### config.mk
export PLATFORM = sky130hd
export DESIGN_NAME = instr_enc
export DESIGN_NICKNAME = d
export VERILOG_FILES = /design/src/rtl/instr_enc.sv
export SDC_FILE = /design/constraint.sdc
export NUM_CORES = 1
export LEC_CHECK = 0
export ABC_AREA = 1
export BUFFER_PORTS_ARGS = -buffer_cell sky130_fd_sc_hd__buf_2
export CORE_UTILIZATION = 35
export CTS_CLUSTER_DIAMETER = 40
export CTS_CLUSTER_SIZE = 25
export DETAILED_ROUTE_END_ITERATION = 12
export GPL_TIMING_DRIVEN = 0
export HOLD_SLACK_MARGIN = 0.1
export PLACE_DENSITY = 0.59
export SKIP_LAST_GASP = 1
export SYNTH_ARGS = -nofsm -noshare
export SYNTH_HDL_FRONTEND = slang
export SYNTH_SLANG_ARGS = --single-unit
### constraint.sdc
create_clock -name clk -period 2.3 [get_ports clk]
set_clock_uncertainty 0.15 [all_clocks]
set_input_delay 0 -clock clk [delete_from_list [all_inputs] [get_ports clk]]
set_output_delay 0 -clock clk [all_outputs]
set_load 0.01 [all_outputs]
### src/rtl/instr_enc.sv
// MSP430 instruction encoder: 1-3 words out on MAB/MDB; INSTR_ENC_CG_EN maps immediates to the constant generator.
// First word is on the bus the cycle after accept; each word is held until mem_ready; in_ready only in IDLE.
module instr_enc #(
  parameter logic [15:0] ORIGIN    = 16'hC000,
  parameter int          ADDR_STEP = 2
) (
  input  logic        clk,
  input  logic        rst,
  input  logic        in_valid,
  output logic        in_ready,
  input  logic [1:0]  in_fmt,
  input  logic [3:0]  in_op,
  input  logic [3:0]  in_src,
  input  logic [3:0]  in_dst,
  input  logic [1:0]  in_as,
  input  logic        in_ad,
  input  logic        in_bw,
  input  logic [15:0] in_src_ext,
  input  logic [15:0] in_dst_ext,
  input  logic [9:0]  in_jmp_off,
  input  logic        ld_addr,
  input  logic [15:0] ld_val,
  output logic [15:0] MAB_out,
  output logic [15:0] MDB_in,
  output logic        MW,
  input  logic        mem_ready,
  output logic        done,
  output logic        err,
  output logic        addr_wrap
);

  localparam logic [1:0] S_IDLE = 2'd0;
  localparam logic [1:0] S_OPC  = 2'd1;
  localparam logic [1:0] S_SRC  = 2'd2;
  localparam logic [1:0] S_DST  = 2'd3;

  logic [1:0]  state;
  logic [15:0] src_ext_q, dst_ext_q;
  logic        need_src_q, need_dst_q;

  logic [3:0]  src_eff;
  logic [1:0]  as_eff;
  logic        need_src, need_dst, illegal;
  logic [15:0] opc_word;
  logic [16:0] addr_sum;

  always_comb begin
    src_eff = in_src;
    as_eff  = in_as;
`ifdef INSTR_ENC_CG_EN
    // A remapped immediate no longer satisfies the src-ext condition, so its ext word drops out naturally.
    if ((in_fmt == 2'd1 || in_fmt == 2'd2) && in_src == 4'd0 && in_as == 2'b11) begin
      if (in_src_ext == 16'h0000) begin
        src_eff = 4'd3; as_eff = 2'b00;
      end else if (in_src_ext == 16'h0001) begin
        src_eff = 4'd3; as_eff = 2'b01;
      end else if (in_src_ext == 16'h0002) begin
        src_eff = 4'd3; as_eff = 2'b10;
      end else if (in_src_ext == 16'hFFFF || (in_bw && in_src_ext[7:0] == 8'hFF)) begin
        src_eff = 4'd3; as_eff = 2'b11;
      end else if (in_src_ext == 16'h0004) begin
        src_eff = 4'd2; as_eff = 2'b10;
      end else if (in_src_ext == 16'h0008) begin
        src_eff = 4'd2; as_eff = 2'b11;
      end
    end
`endif
  end

  always_comb begin
    need_src = (in_fmt != 2'd3) &&
               ((as_eff == 2'b01 && src_eff != 4'd3) || (as_eff == 2'b11 && src_eff == 4'd0));
    need_dst = (in_fmt == 2'd1) && in_ad;
    illegal  = (in_fmt == 2'd0) || (in_fmt == 2'd1 && in_op < 4'd4) ||
               (in_fmt == 2'd2 && in_op[2:0] == 3'd7);
    case (in_fmt)
      2'd1:    opc_word = {in_op, src_eff, in_ad, in_bw, as_eff, in_dst};
      2'd2:    opc_word = {6'b000100, in_op[2:0], in_bw, as_eff, src_eff};
      2'd3:    opc_word = {3'b001, in_op[2:0], in_jmp_off};
      default: opc_word = 16'h0000;
    endcase
  end

  assign in_ready = (state == S_IDLE) && !rst;
  assign addr_sum = {1'b0, MAB_out} + 17'(ADDR_STEP);

  always_ff @(posedge clk) begin
    if (rst) begin
      state      <= S_IDLE;
      MAB_out    <= ORIGIN;
      MDB_in     <= 16'h0000;
      MW         <= 1'b0;
      done       <= 1'b0;
      err        <= 1'b0;
      addr_wrap  <= 1'b0;
      src_ext_q  <= 16'h0000;
      dst_ext_q  <= 16'h0000;
      need_src_q <= 1'b0;
      need_dst_q <= 1'b0;
    end else begin
      done <= 1'b0;
      err  <= 1'b0;
      if (state == S_IDLE) begin
        // Load takes effect before the accepted instruction is placed, so it is written at ld_val.
        if (ld_addr) begin
          MAB_out   <= ld_val;
          addr_wrap <= 1'b0;
        end
        if (in_valid) begin
          if (illegal) begin
            err <= 1'b1;
          end else begin
            state      <= S_OPC;
            MW         <= 1'b1;
            MDB_in     <= opc_word;
            src_ext_q  <= in_src_ext;
            dst_ext_q  <= in_dst_ext;
            need_src_q <= need_src;
            need_dst_q <= need_dst;
          end
        end
      end else if (MW && mem_ready) begin
        MAB_out <= addr_sum[15:0];
        if (addr_sum[16]) addr_wrap <= 1'b1;
        if (state == S_OPC && need_src_q) begin
          state  <= S_SRC;
          MDB_in <= src_ext_q;
        end else if (state != S_DST && need_dst_q) begin
          state  <= S_DST;
          MDB_in <= dst_ext_q;
        end else begin
          state <= S_IDLE;
          MW    <= 1'b0;
          done  <= 1'b1;
        end
      end
    end
  end

endmodule

==> results of run 1 <==
[kinds of logic (layout without fill, tap and decap cells)]
| kind of cell | count (synthesis) | after routing | share of synthesized area [%] |
|---|---|---|---|
| adder cells (fa/ha/maj) | 1 | 1 | 0.317 |
| XOR/XNOR | 1 | 1 | 0.222 |
| buffers and inverters | 75 | 301 | 9.03 |
| AND/OR/NAND/NOR | 349 | 349 | 39.7 |
| AO/OA/AOI/OAI | 111 | 111 | 14.3 |
| flip-flops | 72 | 72 | 36.5 |
[per-stage QoR]
step	worst slack, ps	utilization (%)	hold WS (ps)	cells	power, W
after CTS	33.2	54.4	121	971	0.00454
after global placement	495	43.0	105	865	0.00275
after floorplan	771	-	9.98	609	0.00233
after detailed placement	476	43.0	122	865	0.00276
final	108	54.7	115	975	0.00455
after global routing	9.00	54.7	155	975	0.00481
[repair_timing]
| item | CTS | global route |
|---|---|---|
| endpoints found under the hold margin | 69 | 0 |
| endpoints found under the setup margin | 0 | 1 |
| hold buffers | 90 | 0 |
| setup buffers | 0 | 5 |
[cells in the mapped netlist (all sizes together)]
| cell | count | area, um^2 |
|---|---|---|
| nand2 | 151 | 589 |
| nand3 | 108 | 558 |
| a21oi | 79 | 395 |
| dfxtp | 72 | 1440 |
| nor2 | 70 | 292 |
| inv | 37 | 141 |
| buf | 28 | 178 |
| o21ai | 28 | 140 |
| nand4 | 13 | 81.3 |
| clkbuf | 10 | 37.5 |
| nor3 | 3 | 15.0 |
| a31oi | 1 | 6.26 |
| and2 | 1 | 6.26 |
| ha | 1 | 12.5 |
| nand3b | 1 | 7.51 |
| nor4 | 1 | 12.5 |
| o21bai | 1 | 7.51 |
| o22ai | 1 | 6.26 |
| o31ai | 1 | 7.51 |
| or2 | 1 | 6.26 |
| xor2 | 1 | 8.76 |
[final timing paths]
kind | startpoint | endpoint | depth (start not counted)
setup reg to reg | state[1] | src_ext_q[11] | 7
hold / removal | in_ad | MDB_in[7] | 7
setup / recovery | state[1] | src_ext_q[11] | 7
hold reg to reg | src_ext_q[11] | src_ext_q[11] | 2
[state kept, by name, indices dropped and copies added (netlist names)]
name	flops
MAB_out	16
MDB_in	16
dst_ext_q	16
src_ext_q	16
state	2
MW	1
addr_wrap	1
done	1
err	1
need_dst_q	1
need_src_q	1
[routing by layer]
layer  vias to the layer above  global-route usage, %  share of wire, %
met3                        34                   4.58               6.3
met2                       224                   40.9                47
li1                       2476                      -                 -
met1                      2302                   32.1                44
met4                         0                   11.0               2.7
met5                         -                      0                 0
[final cells by class]
class	instances	area share, %
plain buffers	37	3.51
clock buffers	10	3.83
clock inverters	6	1.92
inverters	37	2.36
multi-input cells	462	36.0
flip-flops and latches	72	24.1
well taps	140	2.93
repair buffers	211	25.4
[critical path: stages, from the launching register on]
cell	delay (ps)
dfxtp_1	380
inv_4	120
nand2_4	120
nor2_8	230
nand3_4	220
o21ai_0	230
dlygate4sd3_1	580
a21oi_1	40
[power groups by stage]
stage | registers (W) | clock network (W) | logic [W]
after global routing | 0.00155 | 0.00173 | 0.00152
final | 0.00153 | 0.00165 | 0.00137
after CTS | 0.00153 | 0.00166 | 0.00134
after global placement | 0.00155 | 0 | 0.00119
after detailed placement | 0.00156 | 0 | 0.00121
after floorplan | 0.00158 | 0 | 0.000747
==> impl_metrics.tcl, run 1 <==
set metrics [dict create \
    outcome "completed" \
    core_mm2 0.0109 \
    initial_utilization_pct 36.1 \
    p_switching_w 0.00151 \
    hp-class "primary input to register" \
    remaining_drc_errors 0 \
    crit_arrival_ps 2260 \
    drtAntennaViolNets 0 \
    hold_viol 0 \
    die-area_mm2 0.0117 \
    multiInputGateArea_mm2 0.00215 \
    slew_headroom_pct 59.5 \
    h-tree-depth 3 \
    path_clk_slew_ps 60 \
    syn_nets 691 \
    dp_hpwl_um 10200 \
    yosysWarnings 0 \
    via_per_inst 5.17 \
    tightest_slew_ps 607 \
    fmax_mhz 456 \
    drtPass1Iterations 8 \
    rsz0062_at_grt "no" \
    seqPwrFrac_pct 33.7 \
    swShare_pct 33.1 \
    power.leakage_nw 2.74 \
    drt_iter0_markers 408 \
    grt_start_max_net_pins 14 \
    synthCells 609 \
    syn_to_final_growth_pct 51.5 \
    cts_tree "built" \
    setup_viol 0 \
    clock_latency_ps 340 \
    min_period_ps 2190 \
    layout_common_cells "nand2_1 (146), buf_2 (131), nand3_1 (106)" \
    cp_max_fo 16 \
    design_area_mm2 0.00598 \
    drive_above_1_share_pct 21.2 \
    synth_cell_types 34 \
    ys_ff_latch 72 \
    area.sequential_mm2 0.00144 \
    power.density_mw_per_mm2 761 \
    row_count 38 \
    p_int_w 0.00305 \
    ff2ff_setup_slack_ps 110 \
    cts_resized 0 \
    num_vias 5036 \
    peakVddDrop_mv 0.395 \
    final_common_cell "nand2_1" \
    maxCapViolCount 0 \
    cp.required_ps 2370 \
    grt_pass1_wl_um 22300 \
    placedInstanceArea_mm2 0.00471 \
    dieHeight_um 108 \
    die_width_um 108 \
    cts_root_buffer "clkbuf_16" \
    cts_buffers 9 \
    wirelength_um 14400 \
    diodes 0 \
    post_drt_wl_per_cell_um 14.8 \
    slew_viol_final 0 \
    path_class "register to register" \
    track_usage_pct 25.0 \
    totalNegativeSetupSlack_ps 0 \
    syn_area_per_cell_um2 6.49 \
    n_fill_cell 1092 \
    antenna_found_initial 0 \
    p_comb_share_pct 30.2 \
    cts.sinks 72 \
    cts_buffer_depth 2 \
    grt_overflow 0 \
    final_nets 912 \
    startpoint_type "register" \
    clockPowerShare_pct 36.1 \
    grt_pass1_vias 4651 \
    num_io_pins 118 \
    syn_area_mm2 0.00395 \
    portBuffers 116 \
    critPathCaptureType "register" \
    min_period_over_period_pct 95.3 \
    seq_area_frac_synth_pct 36.5 \
    gp_congestion 0.895 \
]
No activity file was read; power rests on OpenSTA's default activity.
==> inputs of run 2 (changes only) <==
--- a/config.mk
+++ b/config.mk
@@ -16,2 +16,3 @@
 export PLACE_DENSITY = 0.59
+export REMOVE_ABC_BUFFERS = 1
 export SKIP_LAST_GASP = 1
--- a/constraint.sdc
+++ b/constraint.sdc
@@ -4,2 +4,2 @@
 set_output_delay 0 -clock clk [all_outputs]
-set_load 0.01 [all_outputs]
+set_load 0.005 [all_outputs]
==> run 2 against run 1 <==
Net effect:
- non-clock buffer count fell by 48
- routed wire length fell by 5.5%
- first-iteration DRC count fell by 17%
- sequential power barely moved
- cell area fell by 4.0%
- global-route usage fell by 1.9 points
- critical path type is now primary input to register
- count of clock-buffer cells in the layout rose by 2
- largest cell class unchanged
- via count fell by 5.5%
- critical path depth fell by 2
==> impl_metrics.tcl, run 2 (same netlist as run 1, synthesis figures left out) <==
set metrics [dict create \
    portBuffers 117 \
    outcome "completed" \
    via_per_inst 5.11 \
    h-tree-depth 3 \
    cts_tree "built" \
    setup_viol 0 \
    design_area_mm2 0.00575 \
    min_period_over_period_pct 92.3 \
    power.density_mw_per_mm2 759 \
    path_clk_slew_ps 60 \
    cts.sinks 72 \
    diodes 0 \
    remaining_drc_errors 0 \
    clock_latency_ps 330 \
    tightest_slew_ps 1100 \
    peakVddDrop_mv 0.401 \
    stdcell_count 932 \
    critPathCaptureType "register" \
    ff2ff_setup_slack_ps 210 \
    cts_buffer_depth 2 \
    rr_worst_depth 9 \
    final_common_cell "nand2_1" \
    antenna_found_initial 0 \
    startpoint_type "primary input" \
    grt_pass1_wl_um 21200 \
    cts_buffers 9 \
    gp_congestion 0.879 \
    dieHeight_um 108 \
    slew_headroom_pct 26.7 \
    hold_viol 0 \
    core_mm2 0.0109 \
    wirelength_um 13600 \
    min_period_ps 2120 \
    holdPathStages 2 \
    crit_arrival_ps 2200 \
    grt_pass1_vias 4533 \
    cts_root_buffer "clkbuf_16" \
    drive_above_1_share_pct 19.9 \
    dp.cells 828 \
    post_drt_wl_per_cell_um 14.6 \
    layout_common_cells "nand2_1 (146), buf_2 (117), nand3_1 (106)" \
    die_width_um 108 \
    path_class "primary input to register" \
    placedInstanceArea_mm2 0.00450 \
    grt_start_max_net_pins 47 \
    fmax_mhz 471 \
    final_nets 869 \
    initial_utilization_pct 36.1 \
    num_io_pins 118 \
    rr_endpoint "MW" \
    power.leakage_nw 2.61 \
    rr_startpoint "state[0]" \
    num_vias 4759 \
    hp-class "primary input to register" \
    n_fill_cell 1106 \
    syn_to_final_growth_pct 45.5 \
    drtAntennaViolNets 0 \
    track_usage_pct 23.1 \
    min_to "src_ext_q[5]" \
    drtPass1Iterations 5 \
    row_count 38 \
    grt_overflow 0 \
    hold_start "rst" \
    slew_viol_final 0 \
    dp_hpwl_um 8220 \
    cp.required_ps 2380 \
    hold-worst-slack_ps 108 \
    maxCapViolCount 0 \
    drt_iter0_markers 340 \
    rsz0062_at_grt "no" \
    die-area_mm2 0.0117 \
    cp_max_fo 39 \
]
run 2: cell types whose count changed in the layout (fill, tap and decap cells not counted), moves of 3 or more:
cell,change
buf_4,-9
clkbuf_1,-11
dlygate4sd3_1,-9
buf_6,-4
clkbuf_8,+3
buf_2,-14
run 2: per-stage QoR:
stage	utilization (%)	setup TNS, ps	total power [W]	setup WS [ps]
floorplan	-	0	0.00219	83.3
global placement	41.1	-19150	0.00258	-674
detailed placement	41.1	-19050	0.00260	-671
CTS	52.2	0	0.00435	75.5
global route	52.6	0	0.00461	13.7
finish	52.6	0	0.00436	178
run 2: worst max path at each step:
| stage | startpoint | to |
|---|---|---|
| 3_5_place_dp | state[0] | MDB_in[8] |
| 4_1_cts | state[0] | MAB_out[6] |
| 3_3_place_gp | state[0] | MW |
| 2_1_floorplan | state[0] | MW |
| 5_1_grt | state[0] | MW |
| 6_report | rst | MAB_out[0] |
run 2: layout make-up:
class / count / area [um^2] / share of cell area (%)
multi-input combinational: 467 / 2230 / 38.9
clock inverter: 4 / 75.1 / 1.31
clock buffer: 12 / 267 / 4.64
sequential: 72 / 1440 / 25.1
tap: 140 / 175 / 3.05
inverter: 37 / 141 / 2.46
timing repair buffer: 200 / 1410 / 24.6
run 2: timing repair:
item / in CTS / in global routing
buffers inserted: 2 / 0
resized for setup: 4 / 2
gates cloned: 2 / 3
pin swaps: 2 / 2
endpoints found under the hold margin: 69 / 0
setup endpoints to repair: 55 / 20
hold buffers: 81 / 0
run 2: where the power goes:
group / switching, W / internal, W
registers: 0.000137 / 0.00141
logic: 0.000734 / 0.000491
clock network: 0.000553 / 0.00104
total: 0.00142 / 0.00294
run 2: routing by layer:
metal / global-route usage, % / share of wire [%]
met1: 28.8 / 45
met2: 40.3 / 48
met3: 3.07 / 5.9
met4: 8.71 / 1.7
met5: 0 / 0
run 2: worst max-delay path: stages:
cell           delay [ps]
buf_2                 590
inv_1                 730
o21ai_0               240
dlygate4sd3_1         580
nor2_1                 40
==> inputs of run 3 (changes only) <==
--- a/config.mk
+++ b/config.mk
@@ -11,3 +11,2 @@
 export CTS_CLUSTER_DIAMETER = 40
-export CTS_CLUSTER_SIZE = 25
 export DETAILED_ROUTE_END_ITERATION = 12
==> constraint.sdc (replaced) <==
create_clock -name clk -period 2.3 [get_ports clk]
set_clock_uncertainty 0.15 [all_clocks]
set_input_delay 0.115 -clock clk [delete_from_list [all_inputs] [get_ports clk]]
set_output_delay 0.115 -clock clk [all_outputs]
set_load 0.005 [all_outputs]
==> run 3 against run 2 <==
Net effect:
- sequential share of layout area up 1.2 points
- die area did not move
- combinational power decreased by 3%
- flip-flop and latch count is the same
- sequential power about the same
- largest power group unchanged
- highest routed layer unchanged
==> impl_metrics.tcl, run 3 (same netlist as run 1, synthesis figures left out) <==
set metrics [dict create \
    outcome "completed" \
    cts_buffers 9 \
    critPathCaptureType "register" \
    rr_endpoint "state[1]" \
    grt_pass1_vias 4373 \
    fmax_mhz 477 \
    cts_tree "built" \
    syn_to_final_growth_pct 38.8 \
    clockPowerShare_pct 36.8 \
    min_period_ps 2100 \
    slew_viol_final 0 \
    hp-class "primary input to register" \
    row_count 38 \
    rsz0062_at_grt "no" \
    cp_top_family "simple AND/OR/NAND/NOR gates" \
    track_usage_pct 22.5 \
    maxCapViolCount 0 \
    slew_headroom_pct 29.7 \
    die-area_mm2 0.0117 \
    grt_pass1_wl_um 20700 \
    cts_root_buffer "clkbuf_16" \
    rr_startpoint "state[0]" \
    swShare_pct 32.7 \
    power.leakage_nw 2.48 \
    cts_buffer_depth 2 \
    startpoint_type "register" \
    final_common_cell "nand2_1" \
    path_cells "inv_1, nand2_8, nor2_8, nand3_4, nand2_8, inv_1, nor2_1, nor2_1" \
    grt_overflow 0 \
    layout_common_cells "nand2_1 (146), buf_2 (117), nand3_1 (106)" \
    cts.sinks 72 \
    gp_congestion 0.879 \
    num_vias 4658 \
    ff2ff_setup_slack_ps 200 \
    crit_arrival_ps 2170 \
    core_mm2 0.0109 \
    drtPass1Iterations 4 \
    dp_hpwl_um 8220 \
    slowest_delay_ps 400 \
    dieHeight_um 108 \
    crit_start "state[0]" \
    tightest_slew_ps 1050 \
    crit_buf_inv 2 \
    num_io_pins 118 \
    crit_path_top_delay_cell "dfxtp_2" \
    path_clk_slew_ps 60 \
    initial_utilization_pct 36.1 \
    drive_above_1_share_pct 20.8 \
    rr_worst_depth 8 \
    p_total_w 0.00431 \
    via_per_inst 5.14 \
    setup_viol 0 \
    die_width_um 108 \
    min_period_over_period_pct 91.2 \
    drt_iter0_markers 378 \
    p_switching_w 0.00141 \
    antenna_found_initial 0 \
    diodes 0 \
    p_int_w 0.00290 \
    totalNegativeSetupSlack_ps 0 \
    wirelength_um 13300 \
    cp_max_fo 46 \
    portBuffers 117 \
    peakVddDrop_mv 0.399 \
    power.density_mw_per_mm2 786 \
    remaining_drc_errors 0 \
    grt_start_max_net_pins 47 \
    endpoint "state[1]" \
    post_drt_wl_per_cell_um 14.6 \
    final_nets 843 \
    seqPwrFrac_pct 35.9 \
    cp.required_ps 2370 \
    critical_path_cell_count 8 \
    p_comb_share_pct 27.4 \
    drtAntennaViolNets 0 \
    h-tree-depth 3 \
    path_class "register to register" \
    hold_viol 0 \
    clock_latency_ps 330 \
    n_fill_cell 1138 \
]
[run 3: worst min path at each step]
stage	from	to	slack, ps	depth (start not counted)
floorplan	rst	MAB_out[11]	30	1
global placement	in_dst_ext[5]	dst_ext_q[5]	240	3
detailed placement	ld_val[0]	MAB_out[0]	240	3
CTS	in_op[3]	MDB_in[15]	110	7
global route	in_valid	err	140	3
finish	in_op[3]	MDB_in[15]	110	7
[run 3: area by class of cell]
cell class	count	area (um^2)	area share (%)
multi-input combinational	467	2230	40.7
sequential	72	1440	26.3
timing repair buffer	173	1140	20.8
clock buffer	12	267	4.86
tap	140	175	3.19
inverter	37	145	2.65
clock inverter	4	75.1	1.37
timing repair inverter	1	5.00	0.0913
[run 3: metrics by stage]
step	utilization, %	instance area [um^2]	cells	worst slack [ps]	hold slack [ps]
finish	50.1	5480	906	203	106
detailed placement	41.1	4500	828	-671	242
global route	50.1	5480	906	17.1	142
floorplan	-	3730	571	83.3	34.1
global placement	41.1	4500	828	-674	235
CTS	49.7	5440	902	59.1	105
[run 3: power groups by stage]
stage / Sequential, W / Clock (W) / Combinational, W
after floorplan: 0.00155 / 0 / 0.000640
after global placement: 0.00156 / 0 / 0.00102
after detailed placement: 0.00157 / 0 / 0.00103
after CTS: 0.00154 / 0.00161 / 0.00115
after global routing: 0.00157 / 0.00167 / 0.00133
final: 0.00155 / 0.00159 / 0.00118
[run 3: metal layers]
| layer | vias to the layer above | GRT usage [%] | part of all wire [%] |
|---|---|---|---|
| met2 | 171 | 38.2 | 46 |
| met5 | - | 0 | 0 |
| met1 | 2125 | 29.0 | 47 |
| met4 | 0 | 8.61 | 1.8 |
| met3 | 19 | 2.83 | 5.5 |
| li1 | 2343 | - | - |
[run 3: worst min-delay path: stages]
cell     delay (ps)
buf_2           100
nand2_1          50
nand2_1          50
nor2_1           40
nand3_1          70
nand2_1          50
nor2_1           80
[run 3: what timing repair did]
| item | CTS | global route |
|---|---|---|
| endpoints found under the hold margin | 52 | 0 |
| buffers inserted | 2 | 0 |
| gates resized for setup | 4 | 2 |
| cloned | 2 | 4 |
| hold buffers | 54 | 0 |
| setup endpoints to repair | 55 | 14 |
| pin swaps | 2 | 2 |
